## src/rtl/itcm_arb_pkg.sv

```systemverilog
// Shared types for the ITCM arbiter: requester identifiers carried through the in-order ID FIFO.
package itcm_arb_pkg;
  localparam int ID_W = 1;

  typedef enum logic [ID_W-1:0] {
    REQ_I = 1'b0,
    REQ_D = 1'b1
  } req_id_t;
endpackage

```

## src/rtl/arb_id_fifo.sv

```systemverilog
// In-order FIFO of requester IDs for granted-but-unanswered ITCM transactions.
module arb_id_fifo
  import itcm_arb_pkg::*;
#(
  parameter int DEPTH = 2
) (
  input  logic    aclk,
  input  logic    aresetn,
  input  logic    i_push,
  input  req_id_t i_push_id,
  input  logic    i_pop,
  output req_id_t o_head,
  output logic    o_full,
  output logic    o_empty
);
  localparam int PTR_W = (DEPTH > 1) ? $clog2(DEPTH) : 1;
  localparam int CNT_W = $clog2(DEPTH + 1);

  req_id_t          r_mem [DEPTH];
  logic [PTR_W-1:0] r_wr_ptr;
  logic [PTR_W-1:0] r_rd_ptr;
  logic [CNT_W-1:0] r_count;
  logic             w_push;
  logic             w_pop;

  function automatic logic [PTR_W-1:0] ptr_inc(input logic [PTR_W-1:0] p);
    return (p == PTR_W'(DEPTH - 1)) ? '0 : p + 1'b1;
  endfunction

  assign w_push  = i_push & ~o_full;
  assign w_pop   = i_pop & ~o_empty;
  assign o_full  = (r_count == CNT_W'(DEPTH));
  assign o_empty = (r_count == '0);
  assign o_head  = r_mem[r_rd_ptr];

  always_ff @(posedge aclk or negedge aresetn) begin
    if (!aresetn) begin
      r_wr_ptr <= '0;
      r_rd_ptr <= '0;
      r_count  <= '0;
    end else begin
      if (w_push) r_wr_ptr <= ptr_inc(r_wr_ptr);
      if (w_pop)  r_rd_ptr <= ptr_inc(r_rd_ptr);
      case ({w_push, w_pop})
        2'b10:   r_count <= r_count + 1'b1;
        2'b01:   r_count <= r_count - 1'b1;
        default: r_count <= r_count;
      endcase
    end
  end

  // Storage needs no reset: entries are only read once the count says they are valid.
  always_ff @(posedge aclk) begin
    if (w_push) r_mem[r_wr_ptr] <= i_push_id;
  end
endmodule

```

## src/rtl/itcm_arbiter.sv

```systemverilog
// Shares the single-port ITCM between I-fetch and D/loader paths with in-order response routing.
// Optional D-side starvation guard enabled by defining ITCM_ARB_STARVE_EN.
module itcm_arbiter
  import itcm_arb_pkg::*;
#(
  parameter int OUTSTANDING  = 2,
  parameter int STARVE_LIMIT = 8
) (
  input  logic        aclk,
  input  logic        aresetn,
  input  logic        i_req,
  input  logic [31:0] i_addr,
  output logic        i_gnt,
  output logic        i_rvalid,
  output logic [31:0] i_rdata,
  input  logic        d_req,
  input  logic        d_we,
  input  logic [3:0]  d_be,
  input  logic [31:0] d_addr,
  input  logic [31:0] d_wdata,
  output logic        d_gnt,
  output logic        d_rvalid,
  output logic [31:0] d_rdata,
  output logic        tcm_req,
  output logic        tcm_we,
  output logic [3:0]  tcm_be,
  output logic [31:0] tcm_addr,
  output logic [31:0] tcm_wdata,
  input  logic        tcm_gnt,
  input  logic        tcm_rvalid,
  input  logic [31:0] tcm_rdata,
  output logic        rsp_err
);
  if (OUTSTANDING < 1 || STARVE_LIMIT < 1) begin : g_bad_param
    $error("itcm_arbiter: OUTSTANDING and STARVE_LIMIT must be >= 1");
  end

  logic    w_full;
  logic    w_empty;
  req_id_t w_head;
  logic    w_starve;
  logic    w_sel_i;
  logic    w_sel_d;
  logic    w_hs;
  logic    w_pop;
  logic    w_spurious;
  logic    r_rsp_err;

  // Combinational outputs are gated by aresetn so everything reads 0 while in reset.
  assign w_sel_d = aresetn & d_req & (~i_req | w_starve);
  assign w_sel_i = aresetn & i_req & ~w_sel_d;

  assign tcm_req   = aresetn & (i_req | d_req) & ~w_full;
  assign tcm_we    = w_sel_d & d_we;
  assign tcm_be    = w_sel_d ? d_be    : (w_sel_i ? 4'hF   : 4'h0);
  assign tcm_addr  = w_sel_d ? d_addr  : (w_sel_i ? i_addr : 32'h0);
  assign tcm_wdata = w_sel_d ? d_wdata : 32'h0;

  assign w_hs  = tcm_req & tcm_gnt;
  assign i_gnt = w_hs & w_sel_i;
  assign d_gnt = w_hs & w_sel_d;

  assign w_pop      = aresetn & tcm_rvalid & ~w_empty;
  assign w_spurious = tcm_rvalid & w_empty;
  assign i_rvalid   = w_pop & (w_head == REQ_I);
  assign d_rvalid   = w_pop & (w_head == REQ_D);
  assign i_rdata    = i_rvalid ? tcm_rdata : 32'h0;
  assign d_rdata    = d_rvalid ? tcm_rdata : 32'h0;
  assign rsp_err    = r_rsp_err;

  arb_id_fifo #(.DEPTH(OUTSTANDING)) u_id_fifo (
    .aclk      (aclk),
    .aresetn   (aresetn),
    .i_push    (w_hs),
    .i_push_id (w_sel_d ? REQ_D : REQ_I),
    .i_pop     (w_pop),
    .o_head    (w_head),
    .o_full    (w_full),
    .o_empty   (w_empty)
  );

  always_ff @(posedge aclk or negedge aresetn) begin
    if (!aresetn) r_rsp_err <= 1'b0;
    else if (w_spurious) r_rsp_err <= 1'b1;
  end

`ifdef ITCM_ARB_STARVE_EN
  localparam int SC_W = $clog2(STARVE_LIMIT + 1);
  logic [SC_W-1:0] r_starve_cnt;

  always_ff @(posedge aclk or negedge aresetn) begin
    if (!aresetn) r_starve_cnt <= '0;
    else if (d_gnt) r_starve_cnt <= '0;
    else if (d_req && r_starve_cnt != SC_W'(STARVE_LIMIT)) r_starve_cnt <= r_starve_cnt + 1'b1;
  end

  assign w_starve = (r_starve_cnt == SC_W'(STARVE_LIMIT));
`else
  assign w_starve = 1'b0;
`endif
endmodule

```

## config.mk

```make
export PLATFORM = sky130hd
export DESIGN_NAME = itcm_arbiter
export DESIGN_NICKNAME = d
export VERILOG_FILES = /design/src/rtl/itcm_arb_pkg.sv /design/src/rtl/arb_id_fifo.sv /design/src/rtl/itcm_arbiter.sv
export SDC_FILE = /design/constraint.sdc
export NUM_CORES = 1
export LEC_CHECK = 0
export ABC_AREA = 1
export CAP_MARGIN = 25
export CORE_AREA = 2 2 107 109
export DETAILED_ROUTE_END_ITERATION = 8
export DIE_AREA = 0 0 109 111
export PLACE_DENSITY = 0.61
export RECOVER_POWER = 50
export SYNTH_ARGS = -nofsm -noshare
export SYNTH_HDL_FRONTEND = slang
export SYNTH_SLANG_ARGS = --single-unit
```

## constraint.sdc

```tcl
create_clock -name aclk -period 2.65 [get_ports aclk]
set_input_delay 0.53 -clock aclk [delete_from_list [all_inputs] [get_ports aclk]]
set_output_delay 0.53 -clock aclk [all_outputs]
set_load 0.02 [all_outputs]
```

* Word-level counts from Yosys, hierarchy flattened
Memory sizes are Yosys's and may differ from the RTL's. Cells that the tools add are included.
Storage, ports and cells: register bits 5, ROM bits 0, input bits 139, logic and storage cells 50, bits in writable memories 2, output and inout port bits 139, bits in latches 0, memories 1
Memories:
- u_id_fifo.r_mem | words 2, width 1, rd ports 1, clocked after Yosys merged registers in 0, write ports 1, line arb_id_fifo.sv:19 | req_id_t r_mem [DEPTH];
Operators by class: multiply operators 0, shift-type cells 0, divide/modulo/power cells 0, magnitude comparators 0, add/sub/neg operators 4, bitwise gates (word level) 23, multiplexer cells 13, reductions and logical operators 2, equal/unequal tests 3
Operator list (number):
- $mux 32 | 5
- $and 1x1->1 | 17
- $mux 4 | 2
- $mux 1 | 5
- $not 1->1 | 5
- $eq 2x2->1 const B | 2
- $pmux 2 s2 | 1
- $add 1x1->1 const B | 2
- $add 2x1->2 const B | 1
- $eq 2x1->1 const B | 1
- $logic_not 2->1 | 1
- $reduce_bool 2->1 | 1
- $sub 2x1->2 const B | 1
- $or 1x1->1 | 1

* Logic depth before layout (Yosys ltp)
word-level depth 7, depth in mapped cells 9, gate-level depth less buffers 9

* Modules after synthesis
From an unflattened synthesis, not the netlist that was laid out.
Unflattened totals: cells, all modules 345, area total of the unflattened synthesis 1610.3 µm²
By module, submodules not included:
- itcm_arbiter | area an instance 1297.5 µm², sequential area each 25.0 µm², cells an instance 307, times used 1
- arb_id_fifo | area an instance 312.8 µm², sequential area each 160.2 µm², cells an instance 38, times used 1

* Worst setup path after synthesis
No wires, ideal clock.
path type input-to-output, from in tcm_rvalid, to out i_rdata[12], setup slack 791 ps, cell stages on the path 5, required time 2120 ps, buffers on the path 1, data arrival time 1329 ps, path through nand2_1 nor2_4 nand2_4 buf_6 nor2_1
On the way: cells in the longest elaborated chain, start to end 4
Ends and longest elaborated chain:
- start: declaration | line itcm_arbiter.sv:30 | input logic tcm_rvalid,
- $and 1x1->1 (2 in series) | line itcm_arbiter.sv:63 | assign w_pop = aresetn & tcm_rvalid & ~w_empty;
- $and 1x1->1 | line itcm_arbiter.sv:65 | assign i_rvalid = w_pop & (w_head == REQ_I);
- $mux 32 | line itcm_arbiter.sv:67 | assign i_rdata = i_rvalid ? tcm_rdata : 32'h0;
- end: declaration | line itcm_arbiter.sv:15 | output logic [31:0] i_rdata,
Every way passes these cells.

* Worst setup path in the final report
from in tcm_rvalid, to out i_rdata[21]
The elaborated chain is that of the path after synthesis.

==> summary.txt <==
Outcome - complete, no violations
Share of layout cells above drive strength 1 - 0.106
Seq pwr share - 0.132
Total core area - 11100 um^2
Number of cells in the design after placement - 751
Worst-path cell chain - clkdlybuf4s50_1 -> nand2_1 -> nor2_4 -> buf_6 -> nand2_8 -> nor2_4 -> clkdlybuf4s15_2
Number of antenna violations at the first check in global routing - 0
Average detailed-routed wire length per instance - 11.5 um
Num CTS Buffers - 3
Final Setup Violations - 0
Quantity of I/O buffers inserted on ports - 277
Worst-path clk slew - 0.04 ns
Via count of the first global-routing pass - 2715
Power density over the cells - 318 nW/um^2
Async S/R FF share, synth - 0.714
Overall die width - 109 um
Remaining antenna violation count - 0
Critical path capture point type - output pin
Worst stage delay on the critical path - 0.49 ns
Height of the die - 111 um
EDFF count, synth - 2
Clock period minus worst slack - 2.58 ns
Synthesized Nets - 474
Count of buffer and inverter cells on the critical path - 3
Final weighted congestion in routability-driven placement - 0.765
Net Switching - 617 uW
Number of synthesized register bits - 7
Data required time at the worst endpoint - 2.12 ns
Number of hold violations in the final report - 0
Number of max-slew violations in the final report - 0
Area overhead of the layout relative to synthesis - 186%
Top area cells in the synthesized netlist - nand2_1, nor2_1, inv_1, dfrtp_1, buf_6
First DRT Iteration DRCs - 132
Class of the tightest hold or removal check - in2async
Share of power burned in the clock network - 0.185
Total detailed-routing wirelength - 8710 um
Startpoint kind of the worst setup timing path - input pin
Slowest library cell on the worst path - clkdlybuf4s50_1
Initial core utilization - 0.139
Total via count after detailed routing - 2851
Post-route cell area - 4420 um^2
Most common cell in the netlist - nand2_1
Clock sinks - 7
Post-Synthesis Cells - 334
Number of diodes added for antenna fixing - 0
Remaining routing DRC violations - 0
Cell class contributing the biggest share of worst-path delay - buffers and inverters
Sequential element share of the synthesized area - 0.120
Placed wire-length estimate after detailed placement - 7560 um
Cell row count - 39
Most used cell, CP - nor2_4
Clock tree from TritonCTS - done
Internal power of the cells - 787 uW
Net Sw Frac - 0.439
Combinational group share of total power - 0.684
Area of placed instances - 4510 um^2
Highest fanout seen on the critical path - 17
Crit path arrival time - 2.05 ns
Nets - 756
Non-filler cells, final - 758
Count of different cell masters after synthesis - 21
Via density - 3.76
Total routing resource utilization after global routing - 0.127
Unrepaired setup endpoints after global routing - yes
Final worst-path cycle share - 0.974
Post-synthesis cell type with the largest combined area - nand2_1
Worst skew pair latency - 0.23 ns
Number of iterations in the first detailed-routing pass - 4
H-tree levels - 1
Cell Area, Synth - 1540 um^2
Number of max-capacitance violations reported - 0
Setup TNS - 0 ns
Dominant synthesized flop cell - dfrtp_1
Worst reg-to-reg setup slack - 1.01 ns
Type of the worst setup path - in2out
Leakage - 0.00273 uW
CTS Hold Buffers Added - 0
Clock Root Buffer - clkbuf_16
Worst ir drop on vdd - 0.214 mV
Maximum achievable frequency - 0.387 GHz
Die ar. - 12100 um^2
Worst Clk Skew - 0.00128 ns
Number of buffers on the longest clock path - 2
Total power of the final layout - 1400 uW
Ports - 278
Worst relative slew slack - 0.613
Total number of yosys warnings - 0
Most used standard cells in the synthesized netlist - nand2_1, nor2_1, inv_1, buf_2, buf_6
Proportion of netlist area held by the largest area contributor - 0.284
Slew of the pin with the lowest slew margin - 0.576 ns
Post-synthesis average cell area - 4.62 um^2
Global-route wire length before repair - 12400 um
Remaining global-route overflow - 0
Largest net degree at the start of global routing - 35
==> layer usage <==
metal / wire, um / GRT usage
met2: 4350 / 0.250
met4: 108 / 0.0316
met5: 0 / 0
met3: 1190 / 0.0435
met1: 3060 / 0.123
==> final timing paths <==
path,from,endpoint,depth (start not counted)
min in group aclk,rsp_err$_DFFE_PN0P_,rsp_err$_DFFE_PN0P_,1
max in group asynchronous,aresetn,u_id_fifo.r_rd_ptr$_DFFE_PN0P_,2
worst min-delay path,aresetn,u_id_fifo.r_wr_ptr$_DFFE_PN0P_,2
worst min register to register,rsp_err$_DFFE_PN0P_,rsp_err$_DFFE_PN0P_,1
worst max register to register,u_id_fifo.r_count[0]$_DFFE_PN0P_,u_id_fifo.r_count[1]$_DFFE_PN0P_,9
worst max-delay path,tcm_rvalid,i_rdata[21],7
==> registers in the layout, summed over array words and instances, names as in the netlist <==
signal and flops:
u_id_fifo.r_count 2, rsp_err 1, u_id_fifo.r_mem 2, u_id_fifo.r_rd_ptr 1, u_id_fifo.r_wr_ptr 1
==> area by class of cell <==
class	count	area, um^2
repair buffers	291	2700
clock buffers	4	78.8
flip-flops and latches	7	185
fillers	1221	6660
multi-input cells	234	983
inverters	79	297
well taps	143	179
==> metrics by stage <==
step / hold slack (ns) / utilization / setup slack (ns)
after floorplan: 0.234 / - / 0.791
after global placement: 0.441 / 0.407 / -0.398
after detailed placement: 0.445 / 0.407 / -0.472
after CTS: 0.445 / 0.408 / 0.000463
after global routing: 0.456 / 0.399 / -0.0123
final: 0.443 / 0.399 / 0.0690
==> repair_timing <==
action / in CTS / in global routing
gates resized for setup: 175 / 34
gates cloned: 0 / 1
pin swaps: 1 / 1
setup endpoints to repair: 136 / 36
buffers inserted: 2 / 0
==> power groups by stage <==
stage	combinational (uW)	sequential (uW)	clock, uW
after detailed placement	1020	184	0
after global placement	1010	182	0
final	961	185	259
after floorplan	490	177	0
after global routing	1040	192	272
after CTS	970	184	264
==> placed cells by master (no fill, tap or decap) <==
master           instances
inv_1                   77
nand2_1                118
buf_4                   11
inv_2                    2
a21o_1                   1
a21oi_1                  1
nand2_4                  1
xnor2_1                  1
nand4_1                  2
buf_6                    1
nor2_2                   4
buf_12                   4
clkbuf_16                3
nor2_4                   3
o21ai_1                  1
xor2_1                   1
nor2_1                  96
clkbuf_1                 1
nand3_1                  2
edfxtp_1                 2
ha_1                     1
nand2_8                  2
clkdlybuf4s50_1        142
clkdlybuf4s15_2          9
dlygate4sd2_1           97
clkbuf_2                25
dlymetal6s2s_1           2
dfrtp_1                  5
==> cells by family (layout without fill, tap and decap cells) <==
logic type | Yosys count | after routing | share of synthesized area
and+or+nand+nor | 227 | 228 | 0.579
buffers and inverters | 94 | 374 | 0.270
DFF | 7 | 7 | 0.120
AOI/OAI and AO/OA | 3 | 3 | 0.0113
xor gates and xnor gates | 2 | 2 | 0.0113
adders and majority gates | 1 | 1 | 0.00810
Power figures use the tool's default switching activity.
